`config.mk`:
```
export PLATFORM = sky130hd
export DESIGN_NAME = pipe_skid_stage_flat
export DESIGN_NICKNAME = d
export VERILOG_FILES = /design/src/rtl/pipe_skid_stage_pkg.sv /design/src/rtl/pipe_skid_stage_if.sv /design/src/rtl/pipe_skid_stage_slot.sv /design/src/rtl/pipe_skid_stage.sv /design/src/flat_wrapper.sv
export SDC_FILE = /design/constraint.sdc
export NUM_CORES = 1
export LEC_CHECK = 0
export CAP_MARGIN = 20
export CORE_UTILIZATION = 46
export DETAILED_ROUTE_END_ITERATION = 8
export GPL_ROUTABILITY_DRIVEN = 0
export PLACE_DENSITY_LB_ADDON = 0.15
export SLEW_MARGIN = 20
export SYNTH_ARGS = -nofsm -noshare
export SYNTH_HDL_FRONTEND = slang
export SYNTH_HIERARCHICAL = 1
export SYNTH_SLANG_ARGS = --single-unit
```
`constraint.sdc`:
```
create_clock -name clk -period 2.5 [get_ports clk]
set_clock_uncertainty 0.15 [all_clocks]
set_input_delay 0.375 -clock clk [delete_from_list [all_inputs] [get_ports clk]]
set_output_delay 0.375 -clock clk [all_outputs]
set_load 0.01 [all_outputs]
```
`src/rtl/pipe_skid_stage_pkg.sv`:
```
// Shared definitions for the elastic pipeline stage registers: state
// encodings and default bundle widths. Every pipeline boundary uses these.
package pipe_skid_stage_pkg;

    typedef enum logic [1:0] {
        ST_EMPTY = 2'd0,
        ST_FULL  = 2'd1,
        ST_SKID  = 2'd2
    } state_t;

    localparam int CTRL_W_DEF = 16;
    localparam int DATA_W_DEF = 96;
    localparam int PC_W_DEF   = 32;

    // Reset PC sits one word before zero so the first fetch+4 lands on address 0.
    localparam int signed PC_RST_DEF = -4;

endpackage

```
`src/rtl/pipe_skid_stage_if.sv`:
```
// Valid/ready stream carrying one pipeline entry (control, data, PC).
// master drives the entry, slave returns ready.
interface pipe_skid_stage_if #(
    parameter int CTRL_W = 16,
    parameter int DATA_W = 96,
    parameter int PC_W   = 32
);
    logic              valid;
    logic              ready;
    logic [CTRL_W-1:0] ctrl;
    logic [DATA_W-1:0] data;
    logic [PC_W-1:0]   pc;

    modport master (output valid, ctrl, data, pc, input ready);
    modport slave  (input valid, ctrl, data, pc, output ready);
endinterface

```
`src/rtl/pipe_skid_stage_slot.sv`:
```
// One register slot of the stage. clear_ctrl zeroes only the control bundle
// (turning the slot into a bubble) while data/PC keep their last values.
module pipe_skid_stage_slot #(
    parameter int              CTRL_W  = 16,
    parameter int              DATA_W  = 96,
    parameter int              PC_W    = 32,
    parameter logic [PC_W-1:0] PC_INIT = '0
) (
    input  logic              clk,
    input  logic              reset,
    input  logic              load,
    input  logic              clear_ctrl,
    input  logic [CTRL_W-1:0] d_ctrl,
    input  logic [DATA_W-1:0] d_data,
    input  logic [PC_W-1:0]   d_pc,
    output logic [CTRL_W-1:0] q_ctrl,
    output logic [DATA_W-1:0] q_data,
    output logic [PC_W-1:0]   q_pc
);

    // Slot register: reset > clear_ctrl > load > hold.
    always_ff @(posedge clk) begin
        if (reset) begin
            q_ctrl <= '0;
            q_data <= '0;
            q_pc   <= PC_INIT;
        end else if (clear_ctrl) begin
            q_ctrl <= '0;
        end else if (load) begin
            q_ctrl <= d_ctrl;
            q_data <= d_data;
            q_pc   <= d_pc;
        end
    end

endmodule

```
`src/rtl/pipe_skid_stage.sv`:
```
// Elastic pipeline register with a 2-entry skid buffer, global busy-wait
// stall and flush-to-bubble. Optional stall counter enabled by the macro
// PIPE_STALL_COUNT_EN (adds the stall_count port).
//
// state    | meaning
// ---------+-----------------------------------------------
// ST_EMPTY | no entry held, outputs present a bubble
// ST_FULL  | main slot holds the head entry
// ST_SKID  | main holds head, skid holds the next; no intake
module pipe_skid_stage
    import pipe_skid_stage_pkg::*;
#(
    parameter int        CTRL_W = CTRL_W_DEF,
    parameter int        DATA_W = DATA_W_DEF,
    parameter int        PC_W   = PC_W_DEF,
    parameter int signed PC_RST = PC_RST_DEF
) (
    input  logic               clk,
    input  logic               reset,
    input  logic               busy_wait,
    input  logic               flush,
    pipe_skid_stage_if.slave   up,
    pipe_skid_stage_if.master  dn
`ifdef PIPE_STALL_COUNT_EN
    ,
    output logic [31:0]        stall_count
`endif
);

    localparam logic [PC_W-1:0] PC_RST_V = PC_W'(PC_RST);

    state_t state, state_nxt;

    logic in_ready, in_fire, out_valid, out_fire;
    logic main_load_in, main_load_skid, main_clr;
    logic skid_load, skid_clr;

    logic [CTRL_W-1:0] skid_ctrl, main_d_ctrl, main_ctrl;
    logic [DATA_W-1:0] skid_data, main_d_data, main_data;
    logic [PC_W-1:0]   skid_pc,   main_d_pc,   main_pc;

    // in_ready depends only on local state and stall/flush, never on dn.ready.
    assign out_valid = (state != ST_EMPTY);
    assign in_ready  = !busy_wait && !flush && (state != ST_SKID);
    assign in_fire   = up.valid && in_ready;
    assign out_fire  = out_valid && dn.ready && !busy_wait;

    // State register.
    always_ff @(posedge clk) begin
        if (reset) state <= ST_EMPTY;
        else       state <= state_nxt;
    end

    // Next state; busy_wait suppresses both fires, so the state holds.
    always_comb begin
        state_nxt = state;
        if (flush) begin
            state_nxt = ST_EMPTY;
        end else begin
            unique case (state)
                ST_EMPTY: if (in_fire) state_nxt = ST_FULL;
                ST_FULL: begin
                    if (in_fire && !out_fire)      state_nxt = ST_SKID;
                    else if (!in_fire && out_fire) state_nxt = ST_EMPTY;
                end
                ST_SKID:  if (out_fire) state_nxt = ST_FULL;
                default:  state_nxt = ST_EMPTY;
            endcase
        end
    end

    // Slot controls; main ctrl is zeroed whenever the stage goes empty so a
    // bubble always carries ctrl=0.
    always_comb begin
        main_load_in   = 1'b0;
        main_load_skid = 1'b0;
        main_clr       = 1'b0;
        skid_load      = 1'b0;
        skid_clr       = 1'b0;
        if (flush) begin
            main_clr = 1'b1;
            skid_clr = 1'b1;
        end else begin
            unique case (state)
                ST_EMPTY: main_load_in = in_fire;
                ST_FULL: begin
                    main_load_in = in_fire && out_fire;
                    skid_load    = in_fire && !out_fire;
                    main_clr     = !in_fire && out_fire;
                end
                ST_SKID: begin
                    main_load_skid = out_fire;
                    skid_clr       = out_fire;
                end
                default: main_clr = 1'b1;
            endcase
        end
    end

    assign main_d_ctrl = main_load_skid ? skid_ctrl : up.ctrl;
    assign main_d_data = main_load_skid ? skid_data : up.data;
    assign main_d_pc   = main_load_skid ? skid_pc   : up.pc;

    pipe_skid_stage_slot #(
        .CTRL_W (CTRL_W), .DATA_W (DATA_W), .PC_W (PC_W), .PC_INIT (PC_RST_V)
    ) u_main (
        .clk        (clk),
        .reset      (reset),
        .load       (main_load_in || main_load_skid),
        .clear_ctrl (main_clr),
        .d_ctrl     (main_d_ctrl),
        .d_data     (main_d_data),
        .d_pc       (main_d_pc),
        .q_ctrl     (main_ctrl),
        .q_data     (main_data),
        .q_pc       (main_pc)
    );

    pipe_skid_stage_slot #(
        .CTRL_W (CTRL_W), .DATA_W (DATA_W), .PC_W (PC_W), .PC_INIT ('0)
    ) u_skid (
        .clk        (clk),
        .reset      (reset),
        .load       (skid_load),
        .clear_ctrl (skid_clr),
        .d_ctrl     (up.ctrl),
        .d_data     (up.data),
        .d_pc       (up.pc),
        .q_ctrl     (skid_ctrl),
        .q_data     (skid_data),
        .q_pc       (skid_pc)
    );

    assign up.ready = in_ready;
    assign dn.valid = out_valid;
    assign dn.ctrl  = main_ctrl;
    assign dn.data  = main_data;
    assign dn.pc    = main_pc;

`ifdef PIPE_STALL_COUNT_EN
    // Saturating stall counter; only reset clears it, flush does not.
    always_ff @(posedge clk) begin
        if (reset)
            stall_count <= '0;
        else if ((busy_wait || (out_valid && !dn.ready)) && (stall_count != 32'hFFFF_FFFF))
            stall_count <= stall_count + 32'd1;
    end
`endif

endmodule

```
`src/flat_wrapper.sv`:
```
// flat-port wrapper written by rule: the top's interface ports become plain ports
module pipe_skid_stage_flat import pipe_skid_stage_pkg::*;
#(
    parameter int        CTRL_W = CTRL_W_DEF,
    parameter int        DATA_W = DATA_W_DEF,
    parameter int        PC_W   = PC_W_DEF,
    parameter int signed PC_RST = PC_RST_DEF
)
  (clk, reset, busy_wait, flush, up_valid, up_ctrl, up_data, up_pc, up_ready, dn_valid, dn_ctrl, dn_data, dn_pc, dn_ready);
  pipe_skid_stage_if #(.CTRL_W(CTRL_W), .DATA_W(DATA_W), .PC_W(PC_W)) up_i ();
  pipe_skid_stage_if #(.CTRL_W(CTRL_W), .DATA_W(DATA_W), .PC_W(PC_W)) dn_i ();
  input  logic clk;
  input  logic reset;
  input  logic busy_wait;
  input  logic flush;
  input wire logic [$bits(up_i.valid)-1:0] up_valid;
  input wire logic [$bits(up_i.ctrl)-1:0] up_ctrl;
  input wire logic [$bits(up_i.data)-1:0] up_data;
  input wire logic [$bits(up_i.pc)-1:0] up_pc;
  output wire logic [$bits(up_i.ready)-1:0] up_ready;
  output wire logic [$bits(dn_i.valid)-1:0] dn_valid;
  output wire logic [$bits(dn_i.ctrl)-1:0] dn_ctrl;
  output wire logic [$bits(dn_i.data)-1:0] dn_data;
  output wire logic [$bits(dn_i.pc)-1:0] dn_pc;
  input wire logic [$bits(dn_i.ready)-1:0] dn_ready;
  assign up_i.valid = up_valid;
  assign up_i.ctrl = up_ctrl;
  assign up_i.data = up_data;
  assign up_i.pc = up_pc;
  assign up_ready = up_i.ready;
  assign dn_valid = dn_i.valid;
  assign dn_ctrl = dn_i.ctrl;
  assign dn_data = dn_i.data;
  assign dn_pc = dn_i.pc;
  assign dn_i.ready = dn_ready;
  pipe_skid_stage #(.CTRL_W(CTRL_W), .DATA_W(DATA_W), .PC_W(PC_W), .PC_RST(PC_RST)) u_core (.clk(clk), .reset(reset), .busy_wait(busy_wait), .flush(flush), .up(up_i), .dn(dn_i));
endmodule
```
### Yosys cells after proc, flatten, opt, wreduce, memory -nomap -nowiden

Index checks and enable logic that the tools add are counted.
Widths: inputs -> output; s select.

* input port bits: 150
* bits in registers: 290

* reductions and logical operators: 22
* multiplexer cells: 17
* eq/ne operators: 6
* bitwise gates (word level): 2

Operator list (number)
* $mux 96: 1
* $mux 32: 1
* $mux 16: 1
* $logic_and 1x1->1: 8
* $mux 2: 4
* $reduce_or 2->1: 4
* $mux 1: 7
* $pmux 2 s3: 1
* $logic_not 1->1: 4
* $ne 2x1->1 const B: 2
* $pmux 1 s2: 2
* $reduce_and 2->1: 2
* $ne 3x1->1 const B: 1
* $reduce_and 3->1: 1
* $eq 2x1->1 const B: 1
* $eq 2x2->1 const B: 1
* $logic_not 2->1: 1
* $ne 2x2->1 const B: 1
* $not 1->1: 2
* $reduce_bool 2->1: 1
* $logic_or 1x1->1: 1

### Depth between registers and ports, before layout

Gate-level depths: netlist (run 1).

* word-level depth: 10
* gate-level depth with buffers: 12

### Cells and area by module

The synthesis (run 1) kept the hierarchy.

By module, submodules not included
* pipe_skid_stage_slot at u_core.u_skid: sequential area each 2882.8 um^2, instances 1, cells an instance 636, area each 6387.4 um^2
* pipe_skid_stage_slot at u_core.u_main: sequential area each 2882.8 um^2, instances 1, cells an instance 629, area each 6169.7 um^2
* pipe_skid_stage: sequential area each 40.0 um^2, instances 1, cells an instance 189, area each 1948.1 um^2

### Least setup slack after synthesis (run 1)

Ideal clock, no wire load.

* path kind: input port to flip-flop
* from: input port flush
* to: register u_core.u_main.q_pc[10]
* path buffers: 4
* data required time: 2.278 ns
* arrival: 2.464 ns
* stages on the path: 11
* path slack: -0.185 ns
* path through: clkbuf_1 nor3_1 and2_1 ha_1 nand2_1 a21oi_1 nor2b_2 buf_4 buf_6 buf_8 mux2i_1

* word-level cells in the longest chain between the ends: 10
* elaborated cells between the ends (all ways): 16
* those cells by class: 6 x mux; 1 x bitwise; 9 x reduce/logical

RTL lines
* start: declaration: RTL line flat_wrapper.sv:15 `input logic flush;`
* $logic_not 1->1 *: RTL line pipe_skid_stage.sv:44 `assign in_ready = !busy_wait && !flush && (state != ST_SKID);`
* $logic_and 1x1->1 * (2 in a row): RTL line pipe_skid_stage.sv:44
* named net up_ready: RTL line flat_wrapper.sv:20 `output wire logic [$bits(up_i.ready)-1:0] up_ready;`
* $logic_and 1x1->1 *: RTL line pipe_skid_stage.sv:45 `assign in_fire = up.valid && in_ready;`
* $logic_not 1->1: RTL line pipe_skid_stage.sv:89 `main_clr = !in_fire && out_fire;`
* $logic_and 1x1->1: RTL line pipe_skid_stage.sv:89
* $pmux 1 s2: RTL line pipe_skid_stage.sv:84 `unique case (state)`
* $mux 1: RTL line pipe_skid_stage.sv:80 `if (flush) begin`
* $not 1->1 (no source line)
* $reduce_and 2->1 (no source line) *
* end signal: assignment: RTL line pipe_skid_stage_slot.sv:32 `q_pc <= d_pc;`
* end: declaration: RTL line pipe_skid_stage_slot.sv:18 `output logic [PC_W-1:0] q_pc`

The timed path passes the listed nets; every way through them passes the cells marked *.
A chain may end at the register's enable or synchronous reset.

### Worst setup path after layout (run 1)

* from: input port up_valid
* to: register u_core.u_main.q_data[84]

* word-level cells in the longest chain between the ends: 7
* elaborated cells between the ends (all ways): 11
* those cells by class: 4 x mux; 1 x bitwise; 6 x reduce/logical

RTL lines
* start: declaration: RTL line flat_wrapper.sv:16 `input wire logic [$bits(up_i.valid)-1:0] up_valid;`
* $logic_and 1x1->1 *: RTL line pipe_skid_stage.sv:45
* $logic_not 1->1: RTL line pipe_skid_stage.sv:89
* $logic_and 1x1->1: RTL line pipe_skid_stage.sv:89
* $pmux 1 s2: RTL line pipe_skid_stage.sv:84
* $mux 1: RTL line pipe_skid_stage.sv:80
* $not 1->1 (no source line)
* $reduce_and 2->1 (no source line) *
* end signal: assignment: RTL line pipe_skid_stage_slot.sv:31 `q_data <= d_data;`
* end: declaration: RTL line pipe_skid_stage_slot.sv:17 `output logic [DATA_W-1:0] q_data,`

Mark *: on every way between the ends. The rest lies on a longest branch, timed or not.

==> metrics.md, run 1 <==
| Metric | Value |
|---|---|
| Total chip power | `10.5 mW` |
| Starting density of the core | `47.0%` |
| Syn_area_per_cell | `9.98 µm²` |
| Post-route non-filler standard cell count | `2119` |
| Post-synth EDFFs | `0` |
| Area Overhead vs Synth | `32.8%` |
| Post-Syn Area | `14500 µm²` |
| DRC viols | `20` |
| Layout Nets | `1855` |
| Worst slew pin tran | `0.400 ns` |
| Setup_tns | `0 ns` |
| Post-synth top area share | `40.0%` |
| Hold_sp | `reset` |
| Share of flip-flops with an asynchronous set or reset | `0%` |
| Part of the power in combinational logic | `9.1%` |
| Met3 WL | `2470 µm` |
| Syn Inst Count | `1454` |
| Reg2reg end | `u_core/u_main/q_data[84]` |
| Placed inst area | `18100 µm²` |
| Hold WS | `0.193 ns` |
| CP max stage cell | `clkdlybuf4s50_1` |
| Final WS setup | `0.144 ns` |
| Primary FF master, synth | `dfxtp_1` |
| Top sig layer | `met5` |
| Sequential share of power | `44.3%` |
| Worst min path class | `primary input to flop` |
| Dpl cells | `2062` |
| # IOs | `296` |
| Top-count cell post-synth | `dfxtp_1` |
| Hold-critical path depth | `3` |
| WHS Endpoint | `u_core/u_main/q_pc[29]` |
| Final hold viol count | `0` |
| CTS clock-pin slew for the worst setup and hold paths | `0.06 ns` |
| Root cell of the clock tree | `clkbuf_16` |
| Worst-path maximum fanout | `20` |
| Rows | `64` |
| Number of global-route vias before repair | `11400` |
| Fin area | `19300 µm²` |
| Power Density | `547 nW/µm²` |
| Clk sinks | `290` |
| Static leakage | `6.42 nW` |
| Final setup fails | `0` |
| Grt ovf | `0` |
| Max-cap violations | `0` |
| Final HPWL from detailed placement | `24700 µm` |
| Yosys top cell by area | `dfxtp_1` |
| First-pass GRT wire length | `62200 µm` |
| DIE HEIGHT | `180 µm` |
| Kind of end point of the critical path | `flop` |
| Slew Viols, Final | `0` |
| CTS Hold Bufs | `0` |
| Min cycle time layout | `2.36 ns` |
| Failing checks | `DRC` |
| Place WS | `-0.348 ns` |
| Sequential share of the synthesized area | `40.0%` |
| Std-Cell Core Area | `30800 µm²` |
| Synthesis warning total | `6` |
| Post-CTS setup buffers | `0` |
| CTS H-tree lvls | `2` |
| Internal power | `8.25 mW` |
| Switching share of power | `21.7%` |
| Share of cells above drive strength 1 | `12.7%` |
| Startpoint Class | `primary input` |
| Tot GR Track Use | `23.4%` |
| Setup CP Type | `primary input to flop` |
| DRT met1 WL | `18200 µm` |
| Max frequency | `424 MHz` |
| Switching pwr | `2.28 mW` |
| Net Count, Synth | `1607` |
| Via-to-Cell Ratio | `5.45` |
| Reg2reg setup slack | `0.15 ns` |
| Status | `complete, but fails checks` |
| Post-CTS Resized | `0` |
| WL per Instance | `18.4 µm` |
| Clk pwr share | `46.6%` |
| Final ANT Viol Nets | `0` |
| Cells along the critical path | `clkdlybuf4s50_1, or3b_2, a211o_1, a21oi_4, buf_4, buf_12, buf_12, nand4bb_1, o21ai_0` |
| DR vias | `11600` |
| Core Util, Final | `62.5%` |
| Required time worst endpoint | `2.76 ns` |
| Worst EP arrival | `2.61 ns` |
| DR iter-0 viols | `835` |
| Final wirelength | `39100 µm` |
| RSZ-0062 raised after global routing | `false` |
| Largest net degree at the start of global routing | `104` |
| Most used cell, CP | `buf_12` |
| Clock Latency Late Sink | `0.49 ns` |
| Port Buf Inserts | `295` |
| Worst-case clock buffer depth | `3` |
| CTS buffer count | `34` |
| Die X | `180 µm` |
| CP max stage delay | `0.49 ns` |
| Worst reg2reg startpoint | `u_core/state[1]` |
| First-pass DRT Iterations | `9` |
| Relative slew margins | `73.3%` |
| Initial antenna violation count | `4` |
| Die area | `32200 µm²` |
| Post-synth top cells | `dfxtp_1, nand2b_1, nand4bb_1, o21ai_1, o21ai_0` |
| Fin crit share | `94.2%` |
| Yosys reg bits | `290` |
| Area contributors post-synth | `dfxtp_1, nand4bb_1, nand2b_1, mux2_2, mux2_1` |
| VDD IR-drop max | `0.000364 V` |
| Unique masters post-synth | `34` |
| CTS tree | `yes` |
| Cells on worst reg2reg path | `8` |
| Met2 wire length | `17700 µm` |
## placed cells by master (no fill, tap or decap)
cell type        synthesis  layout
or3b_2                   1       1
clkbuf_1                82       7
clkbuf_16                0      37
nand4bb_1              226     226
a32oi_1                  1       1
and2_1                   1       1
buf_6                    3       1
clkbuf_8                 0       8
clkdlybuf4s50_1          0     294
mux2_1                  60      60
and3_4                   0       1
a211o_1                  1       1
nand2_1                  4       3
nor4_4                   1       1
ha_1                     3       3
inv_1                    2       2
nor2b_1                  3       3
diode_2                  0       1
o31ai_4                  0       1
buf_4                   14      43
buf_8                    3       1
buf_12                   2      30
a21oi_4                  0       1
bufinv_16                0       1
nor2_1                  92      92
or2_1                    1       1
nand2_4                  0       1
a211oi_1                 1       1
nor2b_4                  1       2
nand2b_1               228     228
dfxtp_1                290     290
mux2i_1                 62      62
clkinv_2                 0       3
o21ai_1                128     128
o21ai_0                 99      99
nor3_1                   2       1
or2_2                    2       2
nor3_2                   0       1
mux2_2                  84      84
## power by group through the flow
stage                     registers [mW]  logic (mW)  clock network (mW)
after floorplan                     4.78       0.470                   0
after global placement              4.77       0.942                   0
after detailed placement            4.77       0.949                   0
after CTS                           4.67       0.956                5.01
after global routing                4.67        1.01                5.21
final                               4.67       0.954                4.91
## cell families (layout without fill, tap and decap cells)
family	count (synthesis)	after routing	synth area share [%]
AOI/OAI and AO/OA	232	232	8.09
other	0	1	0
adders and majority gates	3	3	0.259
buffers and inverters	159	427	5.53
muxes	206	206	15.5
DFF	290	290	40.0
and+or+nand+nor	564	564	30.6
## worst max-delay path by stage
stage,from,end,slack [ns],depth (start not counted)
2_1_floorplan,flush,u_core/u_main/q_pc[10],0.02,9
3_3_place_gp,up_valid,u_core/u_main/q_data[46],-0.29,8
3_5_place_dp,up_valid,u_core/u_main/q_data[48],-0.35,8
4_1_cts,u_core/state[1],up_ready,0.14,4
5_1_grt,u_core/state[1],u_core/u_main/q_data[6],0.005,10
6_report,up_valid,u_core/u_main/q_data[84],0.14,9
## registers in the layout, indices dropped and copies added, names as in the netlist
name / flops
u_core/state: 2
u_core/u_skid/q_data: 96
u_core/u_main/q_pc: 32
u_core/u_skid/q_pc: 32
u_core/u_main/q_data: 96
u_core/u_main/q_ctrl: 16
u_core/u_skid/q_ctrl: 16
## final cells by class
cell class / count / area (µm²)
tap: 396 / 495
timing repair buffer: 369 / 3890
clock buffer: 52 / 1060
multi-input combinational: 1005 / 7950
inverter: 2 / 7.51
clock inverter: 4 / 45.0
sequential: 290 / 5810
antenna: 1 / 2.50
fill: 2506 / 11600
## per-layer routing
metal / vias to the layer above / GRT usage, %
li1: 5671 / -
met1: 5553 / 31.8
met2: 278 / 37.7
met3: 46 / 5.45
met4: 6 / 5.31
met5: - / 0
## worst max-delay path, delay by kind of cell
family                 cells  cell delay (ns)
buffers and inverters      4             1.02
AND/OR/NAND/NOR            2             0.57
AO/OA/AOI/OAI              3             0.62
Power figures use the tool's default switching activity.
==> run 2: changes to the inputs <==
- CTS_CLUSTER_SIZE: unset -> 20
==> results of run 2 <==
The final DEF is identical to that of run 1; final timing and power are the same.
